### src/rtl/msk_sbox_col_seq.sv
// ----------------------------------------------------------------------------
// msk_sbox_col_seq
//   Pushes one masked column of NBYTES bytes through a single shared masked
//   S-box datapath of fixed latency SBOX_LAT. A byte is issued only in a cycle
//   with fresh randomness. Each issued byte carries a tag {valid, idx} through
//   a SBOX_LAT-deep shift register. When the tag leaves that register, the
//   datapath result is written into output slot idx.
//
// Ports
//   clk, rst           clock, synchronous active-high reset
//   in_valid/in_ready  column input handshake; in_inverse sampled at accept
//   in_data            masked column, byte k at [8*d*k +: 8*d]
//   sbox_in/_valid     byte to datapath (all zero when not valid)
//   sbox_inverse       inverse select for the datapath muxes
//   sbox_out           datapath result, SBOX_LAT cycles after sbox_in
//   rnd_valid          PRNG has fresh randomness for this cycle
//   rnd_ready          randomness consumed this cycle
//   out_valid/ready    column output handshake, out_data same layout as in_data
//   rnd_err            sticky: live data advanced without fresh randomness
// ----------------------------------------------------------------------------
module msk_sbox_col_seq #(
    parameter int d        = 2,
    parameter int SBOX_LAT = 4,
    parameter int NBYTES   = 4
) (
    input  logic                  clk,
    input  logic                  rst,
    input  logic                  in_valid,
    output logic                  in_ready,
    input  logic                  in_inverse,
    input  logic [8*d*NBYTES-1:0] in_data,
    output logic [8*d-1:0]        sbox_in,
    output logic                  sbox_in_valid,
    output logic                  sbox_inverse,
    input  logic [8*d-1:0]        sbox_out,
    input  logic                  rnd_valid,
    output logic                  rnd_ready,
    output logic                  out_valid,
    input  logic                  out_ready,
    output logic [8*d*NBYTES-1:0] out_data,
    output logic                  rnd_err
);

    localparam int BW   = 8 * d;
    localparam int CW   = BW * NBYTES;
    localparam int CNTW = (NBYTES > 1) ? $clog2(NBYTES) : 1;

    typedef enum logic [1:0] {
        ST_IDLE  = 2'd0,
        ST_ISSUE = 2'd1,
        ST_DRAIN = 2'd2,
        ST_OUT   = 2'd3
    } state_t;

    state_t          state_q, state_d;
    logic [CNTW-1:0] cnt_q, cnt_d;
    logic [CW-1:0]   col_q, col_d;
    logic            inv_q, inv_d;
    logic            in_ready_q, in_ready_d;
    logic            out_valid_q, out_valid_d;
    logic [CW-1:0]   out_data_q, out_data_d;
    logic            rnd_err_q, rnd_err_d;
    logic [SBOX_LAT-1:0] tag_v_q, tag_v_d;
    logic [CNTW-1:0] tag_idx_q [SBOX_LAT];
    logic [CNTW-1:0] tag_idx_d [SBOX_LAT];

    logic            issue_s;
    logic            up_busy_s;
    logic            capture_s;
    logic [BW-1:0]   sbox_in_s;

    // Issue decision and pipeline occupancy summary
    always_comb begin
        issue_s   = (state_q == ST_ISSUE) && rnd_valid;
        // Stages 0..SBOX_LAT-2 still hold data inside the datapath and need masks
        up_busy_s = 1'b0;
        for (int i = 0; i < SBOX_LAT - 1; i++) begin
            up_busy_s = up_busy_s | tag_v_q[i];
        end
        capture_s = tag_v_q[SBOX_LAT-1];
        if (issue_s) begin
            sbox_in_s = col_q[BW*int'(cnt_q) +: BW];
        end else begin
            sbox_in_s = {BW{1'b0}};
        end
    end

    // Tag shift register mirroring the datapath pipeline
    always_comb begin
        tag_v_d[0]   = issue_s;
        tag_idx_d[0] = cnt_q;
        for (int i = 1; i < SBOX_LAT; i++) begin
            tag_v_d[i]   = tag_v_q[i-1];
            tag_idx_d[i] = tag_idx_q[i-1];
        end
    end

    // Result capture into the output slot named by the exiting tag
    always_comb begin
        out_data_d = out_data_q;
        if (capture_s) begin
            out_data_d[BW*int'(tag_idx_q[SBOX_LAT-1]) +: BW] = sbox_out;
        end else begin
            out_data_d = out_data_q;
        end
    end

    // Starvation flag: live tags moved on in a cycle without fresh masks
    always_comb begin
        if ((|tag_v_q) && !rnd_valid) begin
            rnd_err_d = 1'b1;
        end else begin
            rnd_err_d = rnd_err_q;
        end
    end

    // Sequencer next-state and registered handshake outputs
    always_comb begin
        state_d     = state_q;
        cnt_d       = cnt_q;
        col_d       = col_q;
        inv_d       = inv_q;
        in_ready_d  = in_ready_q;
        out_valid_d = out_valid_q;
        case (state_q)
            ST_IDLE: begin
                if (in_valid && in_ready_q) begin
                    col_d      = in_data;
                    inv_d      = in_inverse;
                    cnt_d      = {CNTW{1'b0}};
                    in_ready_d = 1'b0;
                    state_d    = ST_ISSUE;
                end else begin
                    in_ready_d = 1'b1;
                end
            end
            ST_ISSUE: begin
                if (issue_s) begin
                    if (cnt_q == CNTW'(NBYTES - 1)) begin
                        cnt_d   = {CNTW{1'b0}};
                        state_d = ST_DRAIN;
                    end else begin
                        cnt_d = cnt_q + CNTW'(1);
                    end
                end else begin
                    cnt_d = cnt_q;
                end
            end
            ST_DRAIN: begin
                // Issue is over, so the last live tag leaving ends the column
                if (capture_s && !up_busy_s) begin
                    out_valid_d = 1'b1;
                    inv_d       = 1'b0;
                    state_d     = ST_OUT;
                end else begin
                    state_d = ST_DRAIN;
                end
            end
            ST_OUT: begin
                if (out_ready) begin
                    out_valid_d = 1'b0;
                    in_ready_d  = 1'b1;
                    state_d     = ST_IDLE;
                end else begin
                    state_d = ST_OUT;
                end
            end
            default: begin
                state_d     = ST_IDLE;
                cnt_d       = {CNTW{1'b0}};
                inv_d       = 1'b0;
                in_ready_d  = 1'b1;
                out_valid_d = 1'b0;
            end
        endcase
    end

    // State registers with synchronous reset
    always_ff @(posedge clk) begin
        if (rst) begin
            state_q     <= ST_IDLE;
            cnt_q       <= {CNTW{1'b0}};
            col_q       <= {CW{1'b0}};
            inv_q       <= 1'b0;
            in_ready_q  <= 1'b1;
            out_valid_q <= 1'b0;
            out_data_q  <= {CW{1'b0}};
            rnd_err_q   <= 1'b0;
            tag_v_q     <= {SBOX_LAT{1'b0}};
            for (int i = 0; i < SBOX_LAT; i++) begin
                tag_idx_q[i] <= {CNTW{1'b0}};
            end
        end else begin
            state_q     <= state_d;
            cnt_q       <= cnt_d;
            col_q       <= col_d;
            inv_q       <= inv_d;
            in_ready_q  <= in_ready_d;
            out_valid_q <= out_valid_d;
            out_data_q  <= out_data_d;
            rnd_err_q   <= rnd_err_d;
            tag_v_q     <= tag_v_d;
            for (int i = 0; i < SBOX_LAT; i++) begin
                tag_idx_q[i] <= tag_idx_d[i];
            end
        end
    end

    assign in_ready      = in_ready_q;
    assign sbox_in       = sbox_in_s;
    assign sbox_in_valid = issue_s;
    assign sbox_inverse  = inv_q;
    assign rnd_ready     = issue_s | up_busy_s;
    assign out_valid     = out_valid_q;
    assign out_data      = out_data_q;
    assign rnd_err       = rnd_err_q;

endmodule

### config.mk
export PLATFORM = sky130hd
export DESIGN_NAME = msk_sbox_col_seq
export DESIGN_NICKNAME = d
export VERILOG_FILES = /design/src/rtl/msk_sbox_col_seq.sv
export SDC_FILE = /design/constraint.sdc
export NUM_CORES = 1
export LEC_CHECK = 0
export CORE_MARGIN = 2
export CORE_UTILIZATION = 25
export DETAILED_ROUTE_END_ITERATION = 10
export PLACE_DENSITY_LB_ADDON = 0.12
export SYNTH_ARGS = -nofsm -noshare
export SYNTH_HDL_FRONTEND = slang
export SYNTH_SLANG_ARGS = --single-unit
### constraint.sdc
create_clock -name clk -period 5.7 [get_ports clk]
set_input_delay 1.14 -clock clk [delete_from_list [all_inputs] [get_ports clk]]
set_output_delay 1.14 -clock clk [all_outputs]
set_load 0.01 [all_outputs]
==> metrics.txt, run 1 <==
# TYPE chip_impl_metric gauge
chip_impl_info{name="start_of_the_worst_register_to_register_path",value="tag_idx_q[3][0]$_SDFF_PP0_"} 1
chip_impl_metric{name="route.detailed.wl_per_inst",unit="um"} 15.81
chip_impl_info{name="crit_path_start_kind",value="input pin"} 1
chip_impl_metric{name="max_freq",unit="GHz"} 0.2368
chip_impl_metric{name="place_congestion",unit=""} 0.7539
chip_impl_metric{name="path_max_fanout",unit=""} 18
chip_impl_metric{name="max_slew_margin",unit=""} 0.3377
chip_impl_metric{name="pre_cts_slack",unit="ns"} 1.429
chip_impl_metric{name="globalRouteOverflowTotal",unit=""} 0
chip_impl_metric{name="dr_wl_met3",unit="mm"} 1.418
chip_impl_metric{name="fin_hold_ws",unit="ns"} 0.4352
chip_impl_metric{name="cellPowerDensity",unit="mW/mm2"} 290.0
chip_impl_metric{name="worst_pin_slew",unit="ns"} 0.9920
chip_impl_info{name="worst_setup_path_end_kind",value="primary output"} 1
chip_impl_metric{name="clock_network_latency_to_the_later_pin_of_the_worst_skew_pair",unit="ns"} 0.42
chip_impl_info{name="route.top_layer_used",value="met5"} 1
chip_impl_metric{name="cts_hold_buffers",unit=""} 0
chip_impl_metric{name="synth.cell_area",unit="mm2"} 0.005859
chip_impl_metric{name="yosysUniqueCellTypes",unit=""} 34
chip_impl_metric{name="synth-seq-area-share",unit=""} 0.5057
chip_impl_metric{name="post-dp-hpwl",unit="mm"} 12.55
chip_impl_info{name="hold_crit_class",value="reg2reg"} 1
chip_impl_metric{name="synth_fp_nets",unit=""} 745
chip_impl_metric{name="timing.reg2reg.worst_path_depth",unit=""} 4
chip_impl_metric{name="least_setup_slack_across_all_paths_after_layout",unit="ns"} 1.477
chip_impl_info{name="min_from",value="tag_idx_q[2][1]$_SDFF_PP0_"} 1
chip_impl_metric{name="crit_arrival",unit="ns"} 3.08
chip_impl_info{name="root_buffer",value="clkbuf_16"} 1
chip_impl_metric{name="io_pins",unit=""} 172
chip_impl_metric{name="finalNonFillerCells",unit=""} 1124
chip_impl_metric{name="syn-instance-count",unit=""} 653
chip_impl_info{name="setup_repair_after_global_routing_missed_its_margin",value="no"} 1
chip_impl_metric{name="dr_wl_met2",unit="mm"} 8.195
chip_impl_info{name="prevailing_post_synth_register_cell",value="dfxtp_1"} 1
chip_impl_metric{name="final.min_clock_period",unit="ns"} 4.223
chip_impl_metric{name="postRouteAntennaNets",unit=""} 0
chip_impl_metric{name="route.final.wire_length",unit="mm"} 17.77
chip_impl_metric{name="htreeDepth",unit=""} 4
chip_impl_metric{name="peakVddDrop",unit="uV"} 174.1
chip_impl_metric{name="placedCellCount",unit=""} 1092
chip_impl_metric{name="worst_clock_skew",unit="ns"} 0.009379
chip_impl_metric{name="fp-row-count",unit=""} 56
chip_impl_metric{name="report.power.total",unit="mW"} 2.414
chip_impl_metric{name="grt_max_degree",unit=""} 76
chip_impl_info{name="layout_common_cells",value="nand2_1 (182), clkdlybuf4s50_1 (170), dfxtp_1 (148)"} 1
chip_impl_metric{name="cts.sink_count",unit=""} 148
chip_impl_metric{name="met1_length",unit="mm"} 7.949
chip_impl_metric{name="final_core_util",unit=""} 0.3578
chip_impl_metric{name="total_clock_buffers_created_by_cts",unit=""} 17
chip_impl_metric{name="dr_total_vias",unit=""} 5141
chip_impl_metric{name="number_of_enable_type_register_cells_in_the_synthesized_netlist",unit=""} 0
chip_impl_metric{name="grt_pass1_vias",unit=""} 5029
chip_impl_metric{name="rrSetupSlack",unit="ns"} 3.24
chip_impl_metric{name="grt_pass1_wl",unit="mm"} 27.78
chip_impl_info{name="crit_type",value="in2out"} 1
chip_impl_info{name="hold_path_end",value="tag_idx_q[3][1]$_SDFF_PP0_"} 1
chip_impl_metric{name="yosys_warnings",unit=""} 0
chip_impl_metric{name="finish.instance_area",unit="mm2"} 0.008324
chip_impl_metric{name="place_area",unit="mm2"} 0.007732
chip_impl_info{name="result_of_the_run",value="finished clean"} 1
chip_impl_metric{name="ys_seq_elements",unit=""} 148
chip_impl_metric{name="fp.dieW",unit="um"} 157.1
chip_impl_metric{name="via_density_per_instance",unit=""} 4.574
chip_impl_metric{name="fin_setup_tns",unit="ns"} 0
chip_impl_metric{name="finalHoldViolCount",unit=""} 0
chip_impl_metric{name="timing.critical_path.required",unit="ns"} 4.56
chip_impl_metric{name="detail_route.iter0.violations",unit=""} 222
chip_impl_metric{name="timing.max_cap.violations",unit=""} 0
chip_impl_metric{name="holdPathStages",unit=""} 1
chip_impl_info{name="layout_commonest_cell",value="nand2_1"} 1
chip_impl_metric{name="area_delta_synth_final",unit="%"} 42.07
chip_impl_metric{name="post_synth.cell_area_avg",unit="um2"} 8.973
chip_impl_metric{name="cts.reportedPaths.clkPinSlew",unit="ns"} 0.06
chip_impl_metric{name="grtUsageTotal",unit=""} 0.1462
chip_impl_metric{name="postCtsSetupRepairBufs",unit=""} 0
chip_impl_metric{name="floorplan.initialDensity",unit=""} 0.2519
chip_impl_metric{name="design.die.area",unit="mm2"} 0.02468
chip_impl_metric{name="antenna_cells_inserted",unit=""} 0
chip_impl_metric{name="finish.net_count",unit=""} 884
chip_impl_metric{name="dr.pass1.iters",unit=""} 4
chip_impl_metric{name="die_y",unit="um"} 157.1
chip_impl_metric{name="synth_async_sr_flop_share",unit=""} 0
chip_impl_metric{name="fp.coreArea",unit="mm2"} 0.02326
chip_impl_metric{name="cts_repair_resize_count",unit=""} 0
chip_impl_metric{name="fin_crit_sh",unit=""} 0.7409
chip_impl_info{name="r2r-end",value="out_data[42]$_SDFFE_PP0P_"} 1
chip_impl_metric{name="max-clock-path-buffers",unit=""} 2
chip_impl_metric{name="drc",unit=""} 0
chip_impl_metric{name="timing.final.max_slew_violations",unit=""} 0
chip_impl_metric{name="setup_viol",unit=""} 0
chip_impl_metric{name="io_buffer_count",unit=""} 171
chip_impl_metric{name="static-leakage-power",unit="nW"} 2.830
chip_impl_metric{name="post_route_cells_drive_above_1_share",unit=""} 0.07826
chip_impl_info{name="cts_tree",value="built"} 1
chip_impl_metric{name="grt_antenna_before_repair",unit=""} 1
## cell families after synthesis
| family | Yosys count | share of synthesized area |
|---|---|---|
| buf+inv | 63 | 0.05253 |
| mux | 16 | 0.06150 |
| compound gates | 141 | 0.1345 |
| flops | 148 | 0.5057 |
| simple gates | 279 | 0.2330 |
| fa+ha+maj | 6 | 0.01281 |
## worst max-delay path by stage
| stage | from | to | slack, ns | cells after the start |
|---|---|---|---|---|
| after floorplan | rnd_valid | sbox_in[10] | 2.74 | 4 |
| after global placement | rnd_valid | sbox_in[9] | 1.52 | 5 |
| after detailed placement | rnd_valid | sbox_in[12] | 1.43 | 5 |
| after CTS | rnd_valid | sbox_in[12] | 1.42 | 5 |
| after global routing | rnd_valid | sbox_in[14] | 1.32 | 5 |
| final | rnd_valid | sbox_in[9] | 1.48 | 5 |
## state kept, by name, summed over array words and instances, names as in the netlist
name	count
cnt_q	2
col_q	64
in_ready	1
out_data	64
out_valid	1
rnd_err	1
sbox_inverse	1
state_q	2
tag_idx_q	8
tag_v_q	4
## cell usage after synthesis, types with 2 or more instances
| cell type | number | area, um2 |
|---|---|---|
| a211oi_1 | 2 | 15.01 |
| a21oi_1 | 117 | 585.6 |
| a22o_1 | 16 | 140.1 |
| and2_1 | 17 | 106.4 |
| and4bb_2 | 2 | 25.02 |
| buf_1 | 5 | 18.77 |
| buf_2 | 23 | 115.1 |
| buf_4 | 3 | 22.52 |
| buf_6 | 4 | 45.04 |
| clkbuf_1 | 21 | 78.83 |
| dfxtp_1 | 148 | 2963 |
| ha_1 | 6 | 75.07 |
| inv_1 | 6 | 22.52 |
| mux4_2 | 16 | 360.4 |
| nand2_1 | 182 | 683.2 |
| nand3_1 | 12 | 60.06 |
| nand4_1 | 32 | 200.2 |
| nand4b_1 | 10 | 87.58 |
| nor2_1 | 2 | 7.510 |
| nor2b_1 | 13 | 81.33 |
| nor3b_4 | 2 | 37.54 |
| o21ai_0 | 2 | 10.01 |
## cell type report
| class | count | area [um2] |
|---|---|---|
| flip-flops and latches | 148 | 2963 |
| multi-input cells | 442 | 2594 |
| fillers | 2431 | 14940 |
| clock buffers | 19 | 442.9 |
| well taps | 319 | 399.1 |
| clock inverters | 13 | 148.9 |
| inverters | 6 | 22.52 |
| repair buffers | 177 | 1754 |
## where the power goes
group,switching [mW],total [mW],internal (mW)
sequential,0.0197,1.09,1.07
clock,0.462,1.13,0.663
combinational,0.100,0.201,0.101
## worst max-delay path, stage by stage
cell and delay [ns]:
clkdlybuf4s50_1 0.52, nand3b_1 0.20, inv_1 0.45, and2_1 0.22, clkdlybuf4s50_1 0.54
## per-layer routing
layer  GRT usage  vias to the layer above
li1            -                     2530
met4     0.04286                        2
met1      0.1886                     2456
met5           0                        -
met2      0.2289                      140
met3     0.05369                       13
Note: power is estimated with default switching activity, not from simulation.
==> run 2: changes to the inputs <==
==> constraint.sdc (replaced) <==
create_clock -name clk -period 3.7 [get_ports clk]
set_input_delay 0.74 -clock clk [delete_from_list [all_inputs] [get_ports clk]]
set_output_delay 0.74 -clock clk [all_outputs]
set_load 0.01 [all_outputs]
==> run 2 against run 1 <==
Net effect: flip-flop and latch count unchanged; combinational power up 56%; die area unchanged; wire length about the same; final cell count up 0.44%; critical path depth unchanged; final area up 0.42%; first-iteration DRC count down 26%; critical endpoint is now sbox_in[12].
==> metrics.txt, run 2 (synthesis gave the netlist of run 1 again) <==
# TYPE chip_impl_metric gauge
chip_impl_metric{name="grt_pass1_vias",unit=""} 4932
chip_impl_info{name="min_from",value="tag_idx_q[0][1]$_SDFF_PP0_"} 1
chip_impl_metric{name="final.min_clock_period",unit="ns"} 3.283
chip_impl_metric{name="holdPathStages",unit=""} 1
chip_impl_metric{name="max-clock-path-buffers",unit=""} 2
chip_impl_metric{name="fp-row-count",unit=""} 56
chip_impl_metric{name="dr.pass1.iters",unit=""} 4
chip_impl_metric{name="dr_total_vias",unit=""} 5067
chip_impl_metric{name="cts_repair_resize_count",unit=""} 0
chip_impl_info{name="crit_type",value="in2out"} 1
chip_impl_metric{name="worst_pin_slew",unit="ns"} 0.9707
chip_impl_metric{name="fin_crit_sh",unit=""} 0.8874
chip_impl_metric{name="grt_max_degree",unit=""} 66
chip_impl_metric{name="crit_arrival",unit="ns"} 2.54
chip_impl_info{name="layout_common_cells",value="nand2_1 (182), clkdlybuf4s50_1 (170), dfxtp_1 (148)"} 1
chip_impl_metric{name="grtUsageTotal",unit=""} 0.1448
chip_impl_info{name="start_of_the_worst_register_to_register_path",value="tag_idx_q[3][0]$_SDFF_PP0_"} 1
chip_impl_metric{name="post-dp-hpwl",unit="mm"} 12.60
chip_impl_metric{name="cts.reportedPaths.clkPinSlew",unit="ns"} 0.06
chip_impl_metric{name="io_pins",unit=""} 172
chip_impl_metric{name="design.die.area",unit="mm2"} 0.02468
chip_impl_metric{name="area_delta_synth_final",unit="%"} 42.66
chip_impl_metric{name="max_freq",unit="GHz"} 0.3046
chip_impl_metric{name="floorplan.initialDensity",unit=""} 0.2519
chip_impl_metric{name="finalHoldViolCount",unit=""} 0
chip_impl_metric{name="cts.sink_count",unit=""} 148
chip_impl_metric{name="cellPowerDensity",unit="mW/mm2"} 446.0
chip_impl_info{name="setup_repair_after_global_routing_missed_its_margin",value="no"} 1
chip_impl_info{name="hold_crit_class",value="reg2reg"} 1
chip_impl_info{name="root_buffer",value="clkbuf_16"} 1
chip_impl_info{name="startpoint",value="rnd_valid"} 1
chip_impl_metric{name="route.detailed.wl_per_inst",unit="um"} 15.72
chip_impl_metric{name="total_clock_buffers_created_by_cts",unit=""} 17
chip_impl_metric{name="fin_setup_tns",unit="ns"} 0
chip_impl_metric{name="worst_clock_skew",unit="ns"} 0.01154
chip_impl_metric{name="grt_pass1_wl",unit="mm"} 27.19
chip_impl_info{name="hold_path_end",value="tag_idx_q[1][1]$_SDFF_PP0_"} 1
chip_impl_metric{name="max_slew_margin",unit=""} 0.3480
chip_impl_metric{name="finalNonFillerCells",unit=""} 1129
chip_impl_metric{name="timing.reg2reg.worst_path_depth",unit=""} 4
chip_impl_metric{name="finish.net_count",unit=""} 888
chip_impl_metric{name="static-leakage-power",unit="nW"} 2.853
chip_impl_metric{name="timing.critical_path.required",unit="ns"} 2.96
chip_impl_info{name="r2r-end",value="out_data[47]$_SDFFE_PP0P_"} 1
chip_impl_metric{name="setup_viol",unit=""} 0
chip_impl_metric{name="detail_route.iter0.violations",unit=""} 165
chip_impl_metric{name="route.final.wire_length",unit="mm"} 17.75
chip_impl_metric{name="peakVddDrop",unit="uV"} 305.6
chip_impl_metric{name="fp.dieW",unit="um"} 157.1
chip_impl_metric{name="htreeDepth",unit=""} 4
chip_impl_metric{name="post_route_cells_drive_above_1_share",unit=""} 0.08282
chip_impl_metric{name="io_buffer_count",unit=""} 171
chip_impl_metric{name="timing.final.max_slew_violations",unit=""} 0
chip_impl_info{name="result_of_the_run",value="finished clean"} 1
chip_impl_metric{name="via_density_per_instance",unit=""} 4.488
chip_impl_metric{name="fp.coreArea",unit="mm2"} 0.02326
chip_impl_metric{name="placedCellCount",unit=""} 1096
chip_impl_metric{name="clock_network_latency_to_the_later_pin_of_the_worst_skew_pair",unit="ns"} 0.42
chip_impl_metric{name="rrSetupSlack",unit="ns"} 1.26
chip_impl_metric{name="place_congestion",unit=""} 0.7841
chip_impl_info{name="cts_tree",value="built"} 1
chip_impl_info{name="layout_commonest_cell",value="nand2_1"} 1
chip_impl_metric{name="grt_antenna_before_repair",unit=""} 1
chip_impl_metric{name="globalRouteOverflowTotal",unit=""} 0
chip_impl_metric{name="drc",unit=""} 0
chip_impl_metric{name="path_max_fanout",unit=""} 18
chip_impl_info{name="crit_path_start_kind",value="input pin"} 1
chip_impl_metric{name="postCtsSetupRepairBufs",unit=""} 0
chip_impl_metric{name="die_y",unit="um"} 157.1
chip_impl_metric{name="cts_hold_buffers",unit=""} 0
chip_impl_metric{name="timing.max_cap.violations",unit=""} 0
chip_impl_metric{name="postRouteAntennaNets",unit=""} 0
chip_impl_info{name="worst_setup_path_end_kind",value="primary output"} 1
-- run 2: cell types whose count changed in the layout (fill, tap and decap cells not counted), sizes merged --
cell | previous run | this run
buf | 7 | 11
inv | 10 | 13
clkbuf | 19 | 18
clkinv | 4 | 3
clkinvlp | 3 | 2
diode | 0 | 1
-- run 2: routing by layer --
layer	share of wire	routed length, um	GRT usage	vias up
met3	0.077	1375	0.04791	14
met1	0.45	7919	0.1874	2366
li1	-	-	-	2540
met5	0	0	0	-
met4	0.012	215	0.04719	0
met2	0.46	8240	0.2281	147
-- run 2: how the worst max path moves through the flow --
stage,end,slack (ns),depth (start not counted)
6_report,sbox_in[12],0.42,5
5_1_grt,sbox_in[12],0.25,5
4_1_cts,sbox_in[12],0.36,5
3_5_place_dp,sbox_in[12],0.37,5
3_3_place_gp,sbox_in[9],0.44,5
2_1_floorplan,sbox_in[10],1.54,4
-- run 2: power breakdown --
group	internal, mW	total [mW]	switching [mW]
logic	0.157	0.314	0.157
registers	1.64	1.67	0.0271
clock network	1.01	1.74	0.730
-- run 2: through the flow --
| stage | setup slack, ns | power, mW | utilization | area (um2) | hold WS [ns] |
|---|---|---|---|---|---|
| global route | 0.2483 | 3.894 | 0.3592 | 8357 | 0.4562 |
| detailed placement | 0.3738 | 2.025 | 0.3337 | 7762 | 0.4231 |
| CTS | 0.3558 | 3.784 | 0.3592 | 8357 | 0.4375 |
| floorplan | 1.543 | 1.862 | - | 5859 | 0.4138 |
| global placement | 0.4396 | 2.019 | 0.3337 | 7762 | 0.4246 |
| finish | 0.4168 | 3.729 | 0.3593 | 8359 | 0.4365 |
-- run 2: critical path: stages --
cell	delay, ns
clkdlybuf4s50_1	0.51
nand3b_1	0.11
inv_1	0.40
and2_1	0.22
clkdlybuf4s50_1	0.54
-- run 2: cell type report --
cell class,instances,area (um2)
Inverter,6,22.52
Antenna cell,1,2.502
Clock inverter,14,165.2
Timing Repair Buffer,181,1784
Sequential cell,148,2963
Fill cell,2416,14900
Clock buffer,18,429.2
Tap cell,319,399.1
Multi-Input combinational cell,442,2594
